### src/rtl/systola_plm_loader_if.sv
// systola_plm_loader_if: ESP DMA read request and read channel bundle.
// The master side is the loader that issues requests and sinks data words.
// The slave side is the DMA engine that accepts requests and sources data words.
interface systola_plm_loader_if;
    logic        dma_read_ctrl_valid;
    logic        dma_read_ctrl_ready;
    logic [31:0] dma_read_ctrl_data_index;
    logic [31:0] dma_read_ctrl_data_length;
    logic [2:0]  dma_read_ctrl_data_size;
    logic        dma_read_chnl_valid;
    logic        dma_read_chnl_ready;
    logic [31:0] dma_read_chnl_data;

    modport master (
        output dma_read_ctrl_valid,
        input  dma_read_ctrl_ready,
        output dma_read_ctrl_data_index,
        output dma_read_ctrl_data_length,
        output dma_read_ctrl_data_size,
        input  dma_read_chnl_valid,
        output dma_read_chnl_ready,
        input  dma_read_chnl_data
    );

    modport slave (
        input  dma_read_ctrl_valid,
        output dma_read_ctrl_ready,
        input  dma_read_ctrl_data_index,
        input  dma_read_ctrl_data_length,
        input  dma_read_ctrl_data_size,
        output dma_read_chnl_valid,
        input  dma_read_chnl_ready,
        output dma_read_chnl_data
    );
endinterface

### src/rtl/systola_plm_loader.sv
// systola_plm_loader: DMA input stage ahead of the systolic GEMM datapath.
// Fetches A (8xN) followed by B (Nx8) in one read burst and scatters the
// bytes into PLM port 0: A from address 0, B from B_BASE.
module systola_plm_loader #(
    parameter int MAX_DEPTH = 64,
    parameter int B_BASE    = 512
) (
    input  logic                 clk,
    input  logic                 rst,
    input  logic                 start,
    input  logic [31:0]          depth,
    systola_plm_loader_if.master dma,
    output logic [10:0]          plm_a0,
    output logic [7:0]           plm_d0,
    output logic                 plm_ce0,
    output logic                 plm_we0,
    output logic [7:0]           plm_wem0,
    output logic                 busy,
    output logic                 done,
    output logic                 err
);
    localparam int N_W = $clog2(MAX_DEPTH + 1);
    localparam int K_W = $clog2(16 * MAX_DEPTH);
    localparam int A_W = 11;

    typedef enum logic [2:0] {IDLE, REQ, RECV, UNPACK, DONE} state_t;

    state_t         state;
    state_t         state_next;
    logic [N_W-1:0] n_reg;
    logic [K_W-1:0] byte_idx;
    logic [31:0]    hold_reg;
    logic           err_reg;

    logic           start_take;
    logic           depth_ok;
    logic           word_in;
    logic           last_byte;
    logic [A_W-1:0] k_ext;
    logic [A_W-1:0] a_bytes;
    logic [A_W-1:0] k_last;
    logic [A_W-1:0] byte_addr;
    logic [7:0]     cur_byte;

    // A start is only honoured when no load is in flight.
    assign start_take = start && (state == IDLE || state == DONE);
    assign depth_ok   = (depth != 32'd0) && (depth <= 32'(MAX_DEPTH));
    assign word_in    = (state == RECV) && dma.dma_read_chnl_valid;

    // Byte k lands at k inside A (first 8N bytes), then at B_BASE+(k-8N).
    assign k_ext     = A_W'(byte_idx);
    assign a_bytes   = A_W'({n_reg, 3'b000});
    assign k_last    = A_W'({n_reg, 4'b0000}) - A_W'(1);
    assign last_byte = (k_ext == k_last);
    assign byte_addr = (k_ext < a_bytes) ? k_ext : (A_W'(B_BASE) + k_ext - a_bytes);
    assign cur_byte  = 8'(hold_reg >> {byte_idx[1:0], 3'b000});

    // State register; reset drops any load in progress back to IDLE.
    always_ff @(posedge clk or negedge rst) begin
        if (!rst) begin
            state <= IDLE;
        end else begin
            state <= state_next;
        end
    end

    // Latch N and the error flag on an accepted start, capture words, and step the byte index.
    always_ff @(posedge clk or negedge rst) begin
        if (!rst) begin
            n_reg    <= '0;
            byte_idx <= '0;
            hold_reg <= '0;
            err_reg  <= 1'b0;
        end else begin
            if (start_take) begin
                n_reg    <= depth_ok ? depth[N_W-1:0] : '0;
                err_reg  <= !depth_ok;
                byte_idx <= '0;
            end else if (state == UNPACK) begin
                byte_idx <= byte_idx + K_W'(1);
            end
            if (word_in) begin
                hold_reg <= dma.dma_read_chnl_data;
            end
        end
    end

    // Next-state logic: one request, then alternate receive and 4-cycle unpack until the last byte.
    always_comb begin
        state_next = state;
        case (state)
            IDLE, DONE: begin
                if (start) begin
                    state_next = depth_ok ? REQ : DONE;
                end
            end
            REQ: begin
                if (dma.dma_read_ctrl_ready) begin
                    state_next = RECV;
                end
            end
            RECV: begin
                if (dma.dma_read_chnl_valid) begin
                    state_next = UNPACK;
                end
            end
            UNPACK: begin
                if (byte_idx[1:0] == 2'd3) begin
                    state_next = last_byte ? DONE : RECV;
                end
            end
            default: state_next = IDLE;
        endcase
    end

    // Moore outputs: every bus stays zero outside the state that owns it.
    always_comb begin
        dma.dma_read_ctrl_valid       = 1'b0;
        dma.dma_read_ctrl_data_index  = 32'd0;
        dma.dma_read_ctrl_data_length = 32'd0;
        dma.dma_read_ctrl_data_size   = 3'b000;
        dma.dma_read_chnl_ready       = 1'b0;
        plm_a0                        = '0;
        plm_d0                        = 8'd0;
        plm_ce0                       = 1'b0;
        plm_we0                       = 1'b0;
        plm_wem0                      = 8'd0;
        busy                          = 1'b0;
        done                          = 1'b0;
        err                           = err_reg;
        case (state)
            REQ: begin
                busy                          = 1'b1;
                dma.dma_read_ctrl_valid       = 1'b1;
                dma.dma_read_ctrl_data_length = 32'({n_reg, 2'b00});
                dma.dma_read_ctrl_data_size   = 3'b010;
            end
            RECV: begin
                busy                    = 1'b1;
                dma.dma_read_chnl_ready = 1'b1;
            end
            UNPACK: begin
                busy     = 1'b1;
                plm_a0   = byte_addr;
                plm_d0   = cur_byte;
                plm_ce0  = 1'b1;
                plm_we0  = 1'b1;
                plm_wem0 = 8'hFF;
            end
            DONE: begin
                done = 1'b1;
            end
            default: ;
        endcase
    end
endmodule

### src/flat_wrapper.sv
// flat-port wrapper written by rule: the top's interface ports become plain ports
module systola_plm_loader_flat 
#(
    parameter int MAX_DEPTH = 64,
    parameter int B_BASE    = 512
)
  (clk, rst, start, depth, plm_a0, plm_d0, plm_ce0, plm_we0, plm_wem0, busy, done, err, dma_dma_read_ctrl_valid, dma_dma_read_ctrl_ready, dma_dma_read_ctrl_data_index, dma_dma_read_ctrl_data_length, dma_dma_read_ctrl_data_size, dma_dma_read_chnl_valid, dma_dma_read_chnl_ready, dma_dma_read_chnl_data);
  systola_plm_loader_if dma_i ();
  input  logic clk;
  input  logic rst;
  input  logic start;
  input  logic [31:0] depth;
  output logic [10:0] plm_a0;
  output logic [7:0] plm_d0;
  output logic plm_ce0;
  output logic plm_we0;
  output logic [7:0] plm_wem0;
  output logic busy;
  output logic done;
  output logic err;
  output wire logic [$bits(dma_i.dma_read_ctrl_valid)-1:0] dma_dma_read_ctrl_valid;
  input wire logic [$bits(dma_i.dma_read_ctrl_ready)-1:0] dma_dma_read_ctrl_ready;
  output wire logic [$bits(dma_i.dma_read_ctrl_data_index)-1:0] dma_dma_read_ctrl_data_index;
  output wire logic [$bits(dma_i.dma_read_ctrl_data_length)-1:0] dma_dma_read_ctrl_data_length;
  output wire logic [$bits(dma_i.dma_read_ctrl_data_size)-1:0] dma_dma_read_ctrl_data_size;
  input wire logic [$bits(dma_i.dma_read_chnl_valid)-1:0] dma_dma_read_chnl_valid;
  output wire logic [$bits(dma_i.dma_read_chnl_ready)-1:0] dma_dma_read_chnl_ready;
  input wire logic [$bits(dma_i.dma_read_chnl_data)-1:0] dma_dma_read_chnl_data;
  assign dma_dma_read_ctrl_valid = dma_i.dma_read_ctrl_valid;
  assign dma_i.dma_read_ctrl_ready = dma_dma_read_ctrl_ready;
  assign dma_dma_read_ctrl_data_index = dma_i.dma_read_ctrl_data_index;
  assign dma_dma_read_ctrl_data_length = dma_i.dma_read_ctrl_data_length;
  assign dma_dma_read_ctrl_data_size = dma_i.dma_read_ctrl_data_size;
  assign dma_i.dma_read_chnl_valid = dma_dma_read_chnl_valid;
  assign dma_dma_read_chnl_ready = dma_i.dma_read_chnl_ready;
  assign dma_i.dma_read_chnl_data = dma_dma_read_chnl_data;
  systola_plm_loader #(.MAX_DEPTH(MAX_DEPTH), .B_BASE(B_BASE)) u_core (.clk(clk), .rst(rst), .start(start), .depth(depth), .dma(dma_i), .plm_a0(plm_a0), .plm_d0(plm_d0), .plm_ce0(plm_ce0), .plm_we0(plm_we0), .plm_wem0(plm_wem0), .busy(busy), .done(done), .err(err));
endmodule
### config.mk
export PLATFORM = sky130hd
export DESIGN_NAME = systola_plm_loader_flat
export DESIGN_NICKNAME = d
export VERILOG_FILES = /design/src/rtl/systola_plm_loader_if.sv /design/src/rtl/systola_plm_loader.sv /design/src/flat_wrapper.sv
export SDC_FILE = /design/constraint.sdc
export NUM_CORES = 1
export LEC_CHECK = 0
export ABC_AREA = 1
export CAP_MARGIN = 20
export CORE_ASPECT_RATIO = 0.9
export CORE_MARGIN = 8
export CORE_UTILIZATION = 40
export CTS_CLUSTER_SIZE = 40
export DETAILED_ROUTE_END_ITERATION = 10
export GPL_ROUTABILITY_DRIVEN = 0
export GPL_TIMING_DRIVEN = 0
export MAX_ROUTING_LAYER = met4
export PLACE_DENSITY = 0.78
export SLEW_MARGIN = 20
export SYNTH_ARGS = -nofsm -noshare
export SYNTH_HDL_FRONTEND = slang
export SYNTH_SLANG_ARGS = --single-unit
export TNS_END_PERCENT = 20
### constraint.sdc
create_clock -name clk -period 2.7 [get_ports clk]
set_input_delay 0.81 -clock clk [delete_from_list [all_inputs] [get_ports clk]]
set_output_delay 0.81 -clock clk [all_outputs]
set_load 0.02 [all_outputs]
Word-level counts from Yosys, hierarchy flattened. Index checks and enable logic that the tools add are counted.

Bits in registers: 53. Logic and storage cells: 54.

Shift-type cells: 1. $lt $le $gt $ge: 2. Multiplexer cells: 21. Reductions and logical operators: 11. Eq/ne operators: 10. Add/subtract/negate cells: 4.

Operators with widths (number): <= comparator 32 x 7 -> 1 bit (second input constant) (1); nonzero test 32 bit (1); right shift 32 x 5 -> 8 bit (1); two-way mux 11 bit (2); two-way mux 10 bit (2); two-way mux 3 bit (6); two-way mux 8 bit (2); case mux 3 bit (4 select lines) (1); adder 10 x 10 -> 11 bit (first input constant) (1); == test 10 x 11 -> 1 bit (1); subtractor 11 x 1 -> 11 bit (second input constant) (1); subtractor 11 x 10 -> 11 bit (1); adder 10 x 1 -> 10 bit (second input constant) (1); less-than comparator 10 bit (1); two-way mux 9 bit (1); != test 2 bit (second input constant) (4); two-way mux 7 bit (1); == test 3 x 2 -> 1 bit (second input constant) (2); two-way mux 1 bit (5); AND reduction 4 bit (1); == test 3 x 1 -> 1 bit (second input constant) (1); == test 3 bit (second input constant) (1); logical AND 1 bit (3); zero test 3 bit (1); 7 further kinds (7).

Logic depth before layout (Yosys ltp). Gate-level depths: netlist of run 1.

Depth in word-level cells: 5. Gate-level depth with buffers: 13. Gate-level depth less buffers: 13.

Worst setup path before layout of run 1. OpenSTA, ideal clock, no wires.

Kind: flip-flop to output port. Start point: reg u_core.n_reg[1]. End point: out plm_a0[10]. Setup slack: -208 ps. Data required time: 1890 ps. Stages on the path, launching flop included: 13. Path buffers: 0. Arrival: 2098 ps. Cells stage by stage: dfrtp_1 -> inv_1 -> ha_1 -> inv_1 -> fa_1 -> inv_1 -> nand2_1 -> nand3_1 -> a21oi_1 -> o21ai_0 -> nand2_1 -> nand2_1 -> nor2_1.

Word-level cells in the longest chain between the ends: 3. Elaborated cells between the ends (all ways): 4. Those cells by class: 1 x add/sub; 1 x order compare; 2 x mux.

RTL lines: from (decl) (RTL line systola_plm_loader.sv:30) `logic [N_W-1:0] n_reg;`; from (signal assigned) (RTL line systola_plm_loader.sv:76) `n_reg <= depth_ok ? depth[N_W-1:0] : '0;`; subtractor 11 x 10 -> 11 bit / less-than comparator 10 bit (equally long branches) (RTL line systola_plm_loader.sv:55) `assign byte_addr = (k_ext < a_bytes) ? k_ext : (A_W'(B_BASE) + k_ext - a_bytes);`; two-way mux 11 bit (*) (RTL line systola_plm_loader.sv:55); two-way mux 11 bit (*) (RTL line systola_plm_loader.sv:131) `case (state)`; to (decl) (RTL line flat_wrapper.sv:13) `output logic [10:0] plm_a0;`.

Mark *: on every way between the ends. The rest lies on a longest branch, timed or not.

Final worst setup path of run 1.
Start point: reg u_core.n_reg[1]. End point: out plm_a0[8].

The elaborated chain is that of the path after synthesis.

==> results summary, run 1 <==
The worst hold-check slack came out at 0.502 ns. The total via count after detailed routing is 4088. The share of total power in sequential cells is 0.460. The count of antenna-violating nets left after detailed routing came out at 0.

By instance count, the leading cell after synthesis is sky130_fd_sc_hd__nand2_1. The largest buffer count on any clock path came out at 2. The fraction of synthesized cell area taken by the top area cell type is 0.309. The CTS buffer count is 5. The initial standard-cell utilization of the core is 0.404.

The register area share after synthesis is 0.309. The data required time at the worst endpoint is 1.89 ns. The per-cell via count in the routed design is between 4 and 5. The top fanout value on the critical path came out at 3. The worst reg-to-reg setup slack is 0.90 ns. The nature of the critical path startpoint is a register.

The fraction of power spent switching nets came out at 0.266. The library cell appearing most often on the critical path is sky130_fd_sc_hd__inv_2. The count of input and output buffers came out at 110. Ranked by total cell area, the synthesized netlist is headed by sky130_fd_sc_hd__dfrtp_1, sky130_fd_sc_hd__buf_4, sky130_fd_sc_hd__nand2_1. The repair_antennas step left the layout with diodes totalling 0. The detail-routed net length per standard cell came out at 13.5 um.

The final number of max-transition violations came out at 0. In this run the top signal layer used is met4. The flow ran to the end, but the final reports show violations. The count of state elements after synthesis is between 50 and 60. The post-route minimum period is 3.24 ns. The launch point of the worst reg-to-reg path is u_core.n_reg[1]$_DFFE_PN0P_. The hold buffer count at CTS is 0.

The final reports fail on setup timing. The count of pins on the block boundary came out at 170. CTS placed an instance of sky130_fd_sc_hd__clkbuf_16 at the clock tree root. At the pin with the least slew margin, the transition time is 0.671 ns. The total power divided by cell area came out at 396 mW/mm2. Traced cell by cell, the critical path runs through inv_2 -> ha_4 -> inv_2 -> fa_2 -> inv_2 -> nand2_2 -> nand2_2 -> a21oi_2 -> o21bai_1 -> xor2_1 -> nand2_1 -> nand2_1 -> inv_1 -> buf_6. The row count came out at 36. The wire length of the first global-routing pass is 19000 um.

The fraction of final layout cells with drive strength greater than 1 came out at 0.294. The ratio of final minimum period to clock period is 1.20. The share of total power dissipated in the clock network is 0.293.

The tightest min-delay check is of the register to register type. The count of cell types in the netlist is 39. The completed layout was analyzed and its total power is ~2.5 mW. The routed length on met3 is 621 um. The final-report hold violation count came out at 0. The clock edge transition at the registers on the reported setup and hold paths is 0.07 ns. By count the netlist is led by sky130_fd_sc_hd__nand2_1, sky130_fd_sc_hd__nor2_1, sky130_fd_sc_hd__buf_4, sky130_fd_sc_hd__inv_1, sky130_fd_sc_hd__dfrtp_1. The total core area is 0.0106 mm2. The number of iterations in the first detailed-routing pass is 5. Once layout is complete, the utilization of the core stands at 0.585. For the final database, setup skew stands at 0.00479 ns. The number of fill cells came out at 900.

STA classifies the critical path endpoint as a primary output. In the synthesized netlist the dominant register cell turns out to be sky130_fd_sc_hd__dfrtp_1. The kind of cell adding the most delay to the critical path is adder cells. The source-to-sink clock delay at the later pin of the worst-skew pair is 0.29 ns. The instance area after placement is 0.00579 mm2.

The largest voltage drop on the vdd net came out at 336 uV. The max capacitance violation total is 0. The startpoint of the lowest-slack hold path is u_core.err$_DFFE_PN0P_.

The routed metal-1 wire length is 4950 um. The arrival time at the worst endpoint came out at 2.43 ns. The overall fraction of global-route tracks in use is 0.164. After technology mapping, the gate count stands at 570. The smallest setup slack after layout is -0.544 ns. After routing the design area is around 0.0062 mm2. The largest total area in the synthesized netlist belongs to sky130_fd_sc_hd__dfrtp_1.

The critical path class is register to primary output. The number of DRC markers in iteration 0 came out at approximately 250. The synthesized cell area came out at 0.00429 mm2. The overall die area is 0.0143 mm2. The count of synthesis-stage warnings from yosys is 0. Derived from the worst setup path, the maximum achievable clock frequency is roughly 310 MHz. In this run the static leakage power is 3.25 nW. The initial antenna violation count came out at 0. The remaining max-slew budget at the tightest pin came out at 0.553. Cell internal power was estimated by the tool at between 1.5 and 2 mW. The area overhead of the layout relative to synthesis is 44.9%. The hold-critical path depth came out at 2.

The critical path crosses 14 cells after its start point. The clock drives 53 sinks. The synthesized area per cell is 7.53 um2. The largest net degree at the start of global routing is 54. After the last flow step, the layout net total stands at 852. Of all flip-flops after synthesis, the portion carrying an async set or reset was 1.00. The final wirelength is around 12000 um.

The overall die width is 125 um. The power dissipated by switching net loads came out at 654 uW. In this run the vertical extent of the chip is between 100 and 150 um. Timing analysis after detailed placement gives a worst setup slack of -0.876 ns. The maximum single-stage delay on the critical path came out at 0.57 ns. The remaining global-route overflow came out at 0. The HPWL reported at the end of detailed placement came out at 9420 um.

Of the total power, combinational logic draws 0.246. Setup repair after global routing could not meet its margin everywhere. Yosys mapped a number of flops with a built-in enable equal to 0. The flip-flop count of the largest register, all copies and words added is 32. The depth of the worst register-to-register path is 11. TritonCTS built the clock tree. The path with the worst hold slack has its endpoint at u_core.err$_DFFE_PN0P_. Setup violations remaining at the end of the flow were counted as 9. For this design, the slowest cell found on the critical path is sky130_fd_sc_hd__fa_2. The remaining routing DRC violations came out at 0. The number of H-tree levels came out at 2. The endpoint identified for the worst register-to-register timing path is u_core.state[2]$_DFFE_PN0P_. In the detailed route, the total length drawn on met2 is 6220 um. The number of global-route vias before repair came out at 3987. Together, buffers and inverters on the worst path number 5.
==> area by class of cell <==
class	instances	area (um2)	share of cell area
clock buffers	5	125	0.0201
plain buffers	81	614	0.0988
multi-input cells	420	2470	0.398
repair buffers	125	1170	0.189
flip-flops and latches	53	1340	0.215
inverters	74	285	0.0459
well taps	133	166	0.0268
clock inverters	3	43.8	0.00704
==> power by group through the flow <==
stage	Sequential, mW	Combinational, mW	Clock (mW)
after global placement	1.13	0.582	0
final	1.13	0.606	0.721
after CTS	1.13	0.604	0.729
after global routing	1.16	0.671	0.765
after floorplan	1.11	0.429	0
after detailed placement	1.14	0.601	0
==> worst max path at each step <==
stage / startpoint / to
after floorplan: u_core.n_reg[1]$_DFFE_PN0P_ / plm_a0[10]
after global placement: u_core.n_reg[1]$_DFFE_PN0P_ / plm_a0[10]
after detailed placement: u_core.n_reg[1]$_DFFE_PN0P_ / plm_a0[8]
after CTS: u_core.n_reg[1]$_DFFE_PN0P_ / plm_a0[8]
after global routing: u_core.n_reg[1]$_DFFE_PN0P_ / plm_a0[6]
final: u_core.n_reg[1]$_DFFE_PN0P_ / plm_a0[8]
==> cell families after synthesis <==
kind of cell,synth area share
flip-flops,0.309
AO/OA/AOI/OAI,0.0901
adder cells (fa/ha/maj),0.0723
XOR/XNOR,0.00612
AND/OR/NAND/NOR,0.234
multiplexers,0.0840
buffers and inverters,0.204
other,0.000874
==> per-layer routing <==
layer	vias to the layer above	GRT usage
li1	2055	-
met1	1848	0.189
met2	162	0.289
met3	23	0.0223
met4	0	0.0543
met5	-	-
==> worst min-delay path, stage by stage, from the launching register on <==
cell,delay (ns)
sky130_fd_sc_hd__dfrtp_1,0.36
sky130_fd_sc_hd__nand2_1,0.06
sky130_fd_sc_hd__nand2_1,0.06
==> stage by stage <==
step | setup TNS (ns) | instances
finish | -3.48 | 894
global route | -5.06 | 894
CTS | -3.65 | 891
detailed placement | -9.92 | 871
global placement | -43.77 | 871
floorplan | -0.285 | 628
==> repair_timing <==
item / 4_1_cts / 5_1_grt
resized for setup: 114 / 34
setup buffers: 12 / 3
pin swaps: 11 / 13
setup endpoints to repair: 31 / 25
==> cell usage in the layout (no fill, tap or decap), drive strengths merged <==
| master | instances |
|---|---|
| nand4 | 3 |
| nand2 | 97 |
| inv | 74 |
| ha | 20 |
| o21ai | 41 |
| dlygate4sd2 | 3 |
| a31oi | 2 |
| buf | 111 |
| nor2 | 95 |
| fa | 3 |
| nand3 | 20 |
| o22ai | 1 |
| bufinv | 1 |
| nor3 | 8 |
| o21bai | 2 |
| a21oi | 25 |
| o21a | 2 |
| nor4 | 1 |
| a211oi | 1 |
| and2 | 2 |
| clkbuf | 12 |
| dfrtp | 53 |
| clkdlybuf4s15 | 3 |
| or2 | 2 |
| nand3b | 1 |
| clkdlybuf4s50 | 80 |
| xor2 | 3 |
| conb | 59 |
| mux2 | 32 |
| dlymetal6s2s | 2 |
| clkinv | 2 |
Note: power is estimated with default switching activity, not from simulation.
==> run 2, diff against run 1 <==
- SLEW_MARGIN: 20 -> unset
==> results summary, run 2 (synthesis results as in run 1) <==
The data required time at the worst endpoint is 1.89 ns (about the same). The ratio of final minimum period to clock period came out at 1.22 (+0.0233). The source-to-sink clock delay at the later pin of the worst-skew pair is 0.29 ns (about the same).

The number of fill cells came out at 869 (-3.4%). STA classifies the critical path endpoint as a primary output. The met2 track utilization from global routing came out at 0.299 (+0.0101). The checks that failed: setup timing.

The vertical extent of the die is 114 um (unchanged). The CTS buffer count was 5 (unchanged). The pre-CTS setup slack is -0.857 ns (+0.0184 ns). The count of antenna-violating nets left after detailed routing is 0 (unchanged). The worst setup path is launched from a register. In this run the clock root is driven by a sky130_fd_sc_hd__clkbuf_16. The final sum of negative setup slack came out at -3.92 ns (-0.446 ns). The worst hold-check slack is 0.452 ns (-0.0507 ns). The arrival time at the worst endpoint came out at 2.50 ns (+0.07 ns). The multi-input gate area in the final layout is 0.00254 mm2 (+2.6%).

The static leakage power came out at 3.36 nW (+3.4%). The worst path buffer plus inverter count came out at 6 (+1). The smallest setup slack after layout is -0.607 ns (-0.0630 ns). The number of antenna diodes came out at 0 (unchanged).

The per-cell via count in the routed design came out at 4.67 (+2.1%). The initial antenna violation count is 0 (unchanged). The total power divided by cell area came out at 373 mW/mm2 (-5.7%). The final-report hold violation count is 0 (unchanged). The HPWL reported at the end of detailed placement came to 9560 um (+1.5%).

The row count came out at 36 (unchanged). The critical path goes through inv_2 -> ha_4 -> inv_2 -> fa_2 -> buf_4 -> nor2_4 -> nand2_2 -> nand3_2 -> a21oi_4 -> inv_1 -> nand2_1 -> nand3_1 -> nand3_1 -> inv_1 -> buf_6. The worst clock skew is 0.00199 ns (-0.00280 ns). The path class of the tightest hold or removal check is input port to async pin. The largest voltage drop on the vdd net came to 248 uV (-26%). The flip-flop count of the largest register, all copies and words added is 32 (unchanged). The post-route minimum period came out at 3.31 ns (+0.0630 ns). The number of DRC markers in iteration 0 is 209 (-17%). The remaining global-route overflow is 0 (unchanged).

The largest buffer count on any clock path came out at 2 (unchanged). Leaving out fill and tap cells, the most frequent cell in the layout is sky130_fd_sc_hd__buf_4. The clock edge transition at the registers on the reported setup and hold paths is 0.07 ns (about the same). The count of clock tree sinks is 53 (unchanged).

The overall die width came out at 125 um (unchanged). The flip-flop and latch area was 0.00134 mm2 (unchanged). The detail-routed net length per standard cell is 14.3 um (+5.6%).

The worst register-to-register path begins at u_core.n_reg[1]$_DFFE_PN0P_. The maximum operating frequency came out at 302 MHz (-1.9%). The number of global-route vias before repair came to 4090 (+2.6%). The max capacitance violation total is 0 (unchanged). The initial standard-cell utilization of the core came to 0.404 (unchanged). The critical path class is register to primary output. The met1 track demand over resource in global routing is 0.197 (+0.00755).

met2 is the most crowded layer. Setup repair after global routing could not meet its margin everywhere. The final core utilization is 0.603 (+0.0178).

The area overhead of the layout relative to synthesis is 49.3%. The overall fraction of global-route tracks in use came to 0.171 (+0.00686). The total core area is 0.0106 mm2 (unchanged). The total via count after detailed routing is 4238 (+3.7%).

Grouping stages by cell kind, the critical path spends the most delay in adder cells. TritonCTS built the clock tree. The library cells used most frequently in the layout, excluding fill and tap cells, are sky130_fd_sc_hd__buf_4, sky130_fd_sc_hd__nand2_1, sky130_fd_sc_hd__nor2_1. The final number of max-transition violations is 0 (unchanged). The final wirelength came to 13000 um (+7.2%).

The number of iterations in the first detailed-routing pass came out at 5 (unchanged). The number of H-tree levels is 2 (unchanged). The maximum single-stage delay on the critical path came to 0.56 ns (about the same).

The fraction of final layout cells with drive strength greater than 1 is 0.319 (+0.0244). The met3 global-route usage is 0.0279 (+0.00559). The wire length of the first global-routing pass came out at 19700 um (+3.6%). The count of pins on the block boundary came out at 170 (unchanged). The flow ran to the end, but the final reports show violations. The top fanout value on the critical path came to 3 (unchanged).

The largest net degree at the start of global routing came out at 36 (-33%). The remaining routing DRC violations came to 0 (unchanged). The worst setup path startpoint is u_core.n_reg[1]$_DFFE_PN0P_. The standard cell with the maximum stage delay on the critical path is sky130_fd_sc_hd__fa_2. The final-stage net count came out at 866 (+1.6%). The final setup violation count is 9 (unchanged). The count of input and output buffers is 110 (unchanged).

The overall die area was 0.0143 mm2 (unchanged).
-- run 2: worst reg2reg max path: stages, from the launching register on --
cell and delay, ns:
sky130_fd_sc_hd__dfrtp_1 0.37, sky130_fd_sc_hd__inv_2 0.07, sky130_fd_sc_hd__buf_4 0.14, sky130_fd_sc_hd__ha_1 0.21, sky130_fd_sc_hd__or2_2 0.31, sky130_fd_sc_hd__nand2_1 0.07
sky130_fd_sc_hd__nand2_1 0.04, sky130_fd_sc_hd__nand2_1 0.06, sky130_fd_sc_hd__nand3_1 0.07, sky130_fd_sc_hd__nor2_1 0.17, sky130_fd_sc_hd__nand2_1 0.07, sky130_fd_sc_hd__nand2_1 0.07
sky130_fd_sc_hd__o21ai_0 0.07
-- run 2: through the flow --
stage	power [mW]	cell area, um2	std cells
floorplan	1.54	4530	628
global placement	1.71	5800	871
detailed placement	1.75	5810	872
CTS	2.39	6170	895
global route	2.52	6410	908
finish	2.39	6410	908
-- run 2: worst paths after layout --
| kind | to | slack, ns | cells after the start |
|---|---|---|---|
| setup / recovery | plm_a0[6] | -0.61 | 15 |
| hold reg to reg | u_core.hold_reg[27]$_DFFE_PN0P_ | 0.50 | 1 |
| setup reg to reg | u_core.state[1]$_DFFE_PN0P_ | 0.86 | 12 |
| hold / removal | u_core.hold_reg[5]$_DFFE_PN0P_ | 0.45 | 1 |
| min in group clk | u_core.hold_reg[27]$_DFFE_PN0P_ | 0.50 | 1 |
| max in group asynchronous | u_core.byte_idx[6]$_DFFE_PN0P_ | 1.70 | 2 |
-- run 2: metal layers --
metal  wire, um  vias to the layer above
met2       6590                      186
met4        357                        0
met5          0                        -
met1       5210                     1930
li1           -                     2083
met3        796                       39
-- run 2: final cells by class --
class | count | area share
clock inverters | 3 | 0.00332
plain buffers | 81 | 0.0971
inverters | 74 | 0.0445
repair buffers | 139 | 0.205
well taps | 133 | 0.0260
flip-flops and latches | 53 | 0.208
multi-input cells | 420 | 0.396
clock buffers | 5 | 0.0195
-- run 2: timing repair --
action	4_1_cts	5_1_grt
endpoints found under the setup margin	31	25
cloned	1	0
pin swaps	11	17
endpoints found under the hold margin	0	0
gates resized for setup	112	63
buffers inserted	14	14
hold buffers	0	0
-- run 2: report_power, final --
group	switching [mW]	leakage (nW)	internal, mW
logic	0.265	2.60	0.350
clock network	0.293	0.0702	0.346
registers	0.116	0.690	1.02
==> run 3, diff against run 2 <==
- GPL_ROUTABILITY_DRIVEN: 0 -> 1
==> results summary, run 3 (synthesis results as in run 1) <==
The flow ran to the end, but the final reports show violations. The checks that failed: setup timing. The total core area is 0.0106 mm2 (unchanged).

The static leakage power is 3.47 nW (+3.2%). Leaving out fill and tap cells, the most frequent cell in the layout is sky130_fd_sc_hd__buf_4. The worst reg-to-reg setup slack came out at 0.89 ns (+0.03 ns). The fraction of final layout cells with drive strength greater than 1 was 0.302 (-0.0170). The remaining global-route overflow came out at 0 (unchanged). Setup repair after global routing could not meet its margin everywhere. The maximum single-stage delay on the critical path came out at 0.64 ns (+0.08 ns). The flip-flop count of the largest register, all copies and words added is 32 (unchanged). The overall fraction of global-route tracks in use was 0.174 (+0.00365). The total power consumption of the routed design came out at 2.47 mW (+3.4%). The final instance count without filler cells is 902 (-0.66%). The largest voltage drop on the vdd net is 337 uV (+36%).

The worst hold-check slack is 0.501 ns (+0.0493 ns). The standard cell with the maximum stage delay on the critical path is sky130_fd_sc_hd__fa_2. The smallest setup slack after layout came out at -0.544 ns (+0.0629 ns). The nature of the critical path endpoint is a primary output. The source-to-sink clock delay at the later pin of the worst-skew pair came to 0.29 ns (about the same). The arrival time at the worst endpoint came out at 2.43 ns (-0.07 ns). The worst clock skew came out at 0.00635 ns (+0.00437 ns). For the pin with the worst max-slew slack, the measured transition is about 0.65 ns.

The final sum of negative setup slack came to -3.48 ns (+0.444 ns). Measured against its own limit, the worst slew margin works out to 0.565. The final-report hold violation count was 0 (unchanged). In this run the critical register-to-register path is captured at u_core.state[1]$_DFFE_PN0P_. The number of DRC markers in iteration 0 came out at 215 (+2.9%).

The startpoint identified for the worst register-to-register timing path is u_core.n_reg[1]$_DFFE_PN0P_. The placer's final routability congestion estimate came out at 0.851. TritonCTS built the clock tree. The vertical extent of the die is 114 um (unchanged). The total via count after detailed routing is 4166 (-1.7%). The number of iterations in the first detailed-routing pass came out at 4 (-1). The total instance count after detailed placement came out at 872 (unchanged). The final-stage net count was 860 (-0.69%). The capture endpoint of the worst hold path is u_core.err$_DFFE_PN0P_.

The overall die area came out at 0.0143 mm2 (unchanged). The row count is 36 (unchanged). The worst hold path passes through 2 cells. The remaining routing DRC violations came out at 0 (unchanged).

The final wirelength is 12500 um (-3.3%). The number of fill cells is 930 (+7.0%). The wire length of the first global-routing pass is 20100 um (+1.9%). The total power divided by cell area is 387 mW/mm2 (+3.6%). The overall die width is 125 um (unchanged). The class of the tightest hold or removal check is register to register.

The final setup violation count came out at 9 (unchanged). The largest buffer count on any clock path came to 2 (unchanged). The initial standard-cell utilization of the core came out at 0.404 (unchanged). The count of clock tree sinks was 53 (unchanged). The max capacitance violation total is 0 (unchanged). The clock root buffer is sky130_fd_sc_hd__clkbuf_16. The per-cell via count in the routed design came out at 4.62 (-1.0%).

The largest net degree at the start of global routing is 29 (-19%). The number of global-route vias before repair came out at 4273 (+4.5%). The count of input and output buffers was 110 (unchanged). Walking the worst path, the cells encountered are inv_2 -> ha_4 -> inv_2 -> fa_2 -> o21ai_2 -> nand2_1 -> nand2_2 -> a21oi_2 -> o21ai_2 -> nor2_1 -> nor2_4 -> buf_6. The top fanout value on the critical path came out at 4 (+1). The count of pins on the block boundary was 170 (unchanged).

The final number of max-transition violations is 0 (unchanged). The data required time at the worst endpoint came out at 1.89 ns (about the same). The HPWL reported at the end of detailed placement came out at 9650 um (+0.89%). The post-route minimum period is 3.24 ns (-0.0629 ns). The startpoint identified for the worst hold timing path is u_core.err$_DFFE_PN0P_. The clock edge transition at the registers on the reported setup and hold paths is 0.07 ns (about the same). The nature of the critical path startpoint is a register.

The initial antenna violation count is 0 (unchanged). The count of antenna-violating nets left after detailed routing came out at 0 (unchanged). The hold buffer count at CTS came to 0 (unchanged). The number of antenna diodes came out at 0 (unchanged).

The ratio of final minimum period to clock period is 1.20 (-0.0233). The depth of the worst register-to-register path came out at 12 (unchanged). The maximum operating frequency came out at 308 MHz (+1.9%). The area overhead of the layout relative to synthesis is 49.0%.

The detail-routed net length per standard cell came out at 13.9 um (-2.6%). The CTS buffer count is 5 (unchanged). The library cells used most frequently in the layout, excluding fill and tap cells, are sky130_fd_sc_hd__buf_4, sky130_fd_sc_hd__nand2_1, sky130_fd_sc_hd__nor2_1. The number of H-tree levels came out at 2 (unchanged).

The critical path class is register to primary output.
[run 3: worst max-delay path by stage]
stage                                            from         end  slack (ns)  depth (start not counted)
final                     u_core.n_reg[3]$_DFFE_PN0P_  plm_a0[10]       -0.54                         12
after global routing      u_core.n_reg[3]$_DFFE_PN0P_  plm_a0[10]       -0.63                         12
after detailed placement  u_core.n_reg[1]$_DFFE_PN0P_  plm_a0[10]       -0.88                         13
after CTS                 u_core.n_reg[1]$_DFFE_PN0P_  plm_a0[10]       -0.49                         13
after global placement    u_core.n_reg[1]$_DFFE_PN0P_  plm_a0[10]       -0.82                         13
after floorplan           u_core.n_reg[1]$_DFFE_PN0P_  plm_a0[10]       -0.06                         12
[run 3: report_power, final]
group          total [mW]  internal [mW]  switching (mW)  leakage (nW)
Clock               0.730          0.440           0.290        0.0810
Combinational       0.607          0.349           0.258          2.70
Sequential           1.13           1.02           0.114         0.690
Total                2.47           1.81           0.662          3.47
[run 3: worst max-delay path, delay by kind of cell (launching register included)]
kind                       cells  cell delay (ns)
adders and majority gates      2             0.79
DFF                            1             0.40
and+or+nand+nor                4             0.37
AOI/OAI and AO/OA              3             0.31
buffers and inverters          3             0.29
[run 3: metrics by stage]
step,setup WS [ns],area [um2],util
2_1_floorplan,-0.0631,4530,-
3_3_place_gp,-0.820,5800,0.545
3_5_place_dp,-0.878,5810,0.547
4_1_cts,-0.488,6280,0.591
5_1_grt,-0.633,6390,0.601
6_report,-0.544,6390,0.601
[run 3: area by class of cell]
cell class              instances  area [um2]  share of cell area
well taps                     133         166              0.0260
inverters                      74         288              0.0450
clock inverters                 2        38.8             0.00607
flip-flops and latches         53        1340               0.209
repair buffers                133        1290               0.202
plain buffers                  81         622              0.0973
clock buffers                   6         129              0.0202
multi-input cells             420        2520               0.394
[run 3: timing repair]
| action | CTS | global route |
|---|---|---|
| resized for setup | 118 | 54 |
| setup endpoints to repair | 29 | 37 |
| pin swaps | 7 | 17 |
| buffers inserted | 17 | 5 |
[run 3: metal layers]
layer | vias up | GRT usage | routed length, um | part of all wire
met4 | 0 | 0.0624 | 244 | 0.019
met2 | 165 | 0.317 | 6470 | 0.52
met3 | 25 | 0.0284 | 707 | 0.056
met1 | 1906 | 0.190 | 5110 | 0.41
met5 | - | - | 0 | 0
li1 | 2070 | - | - | -
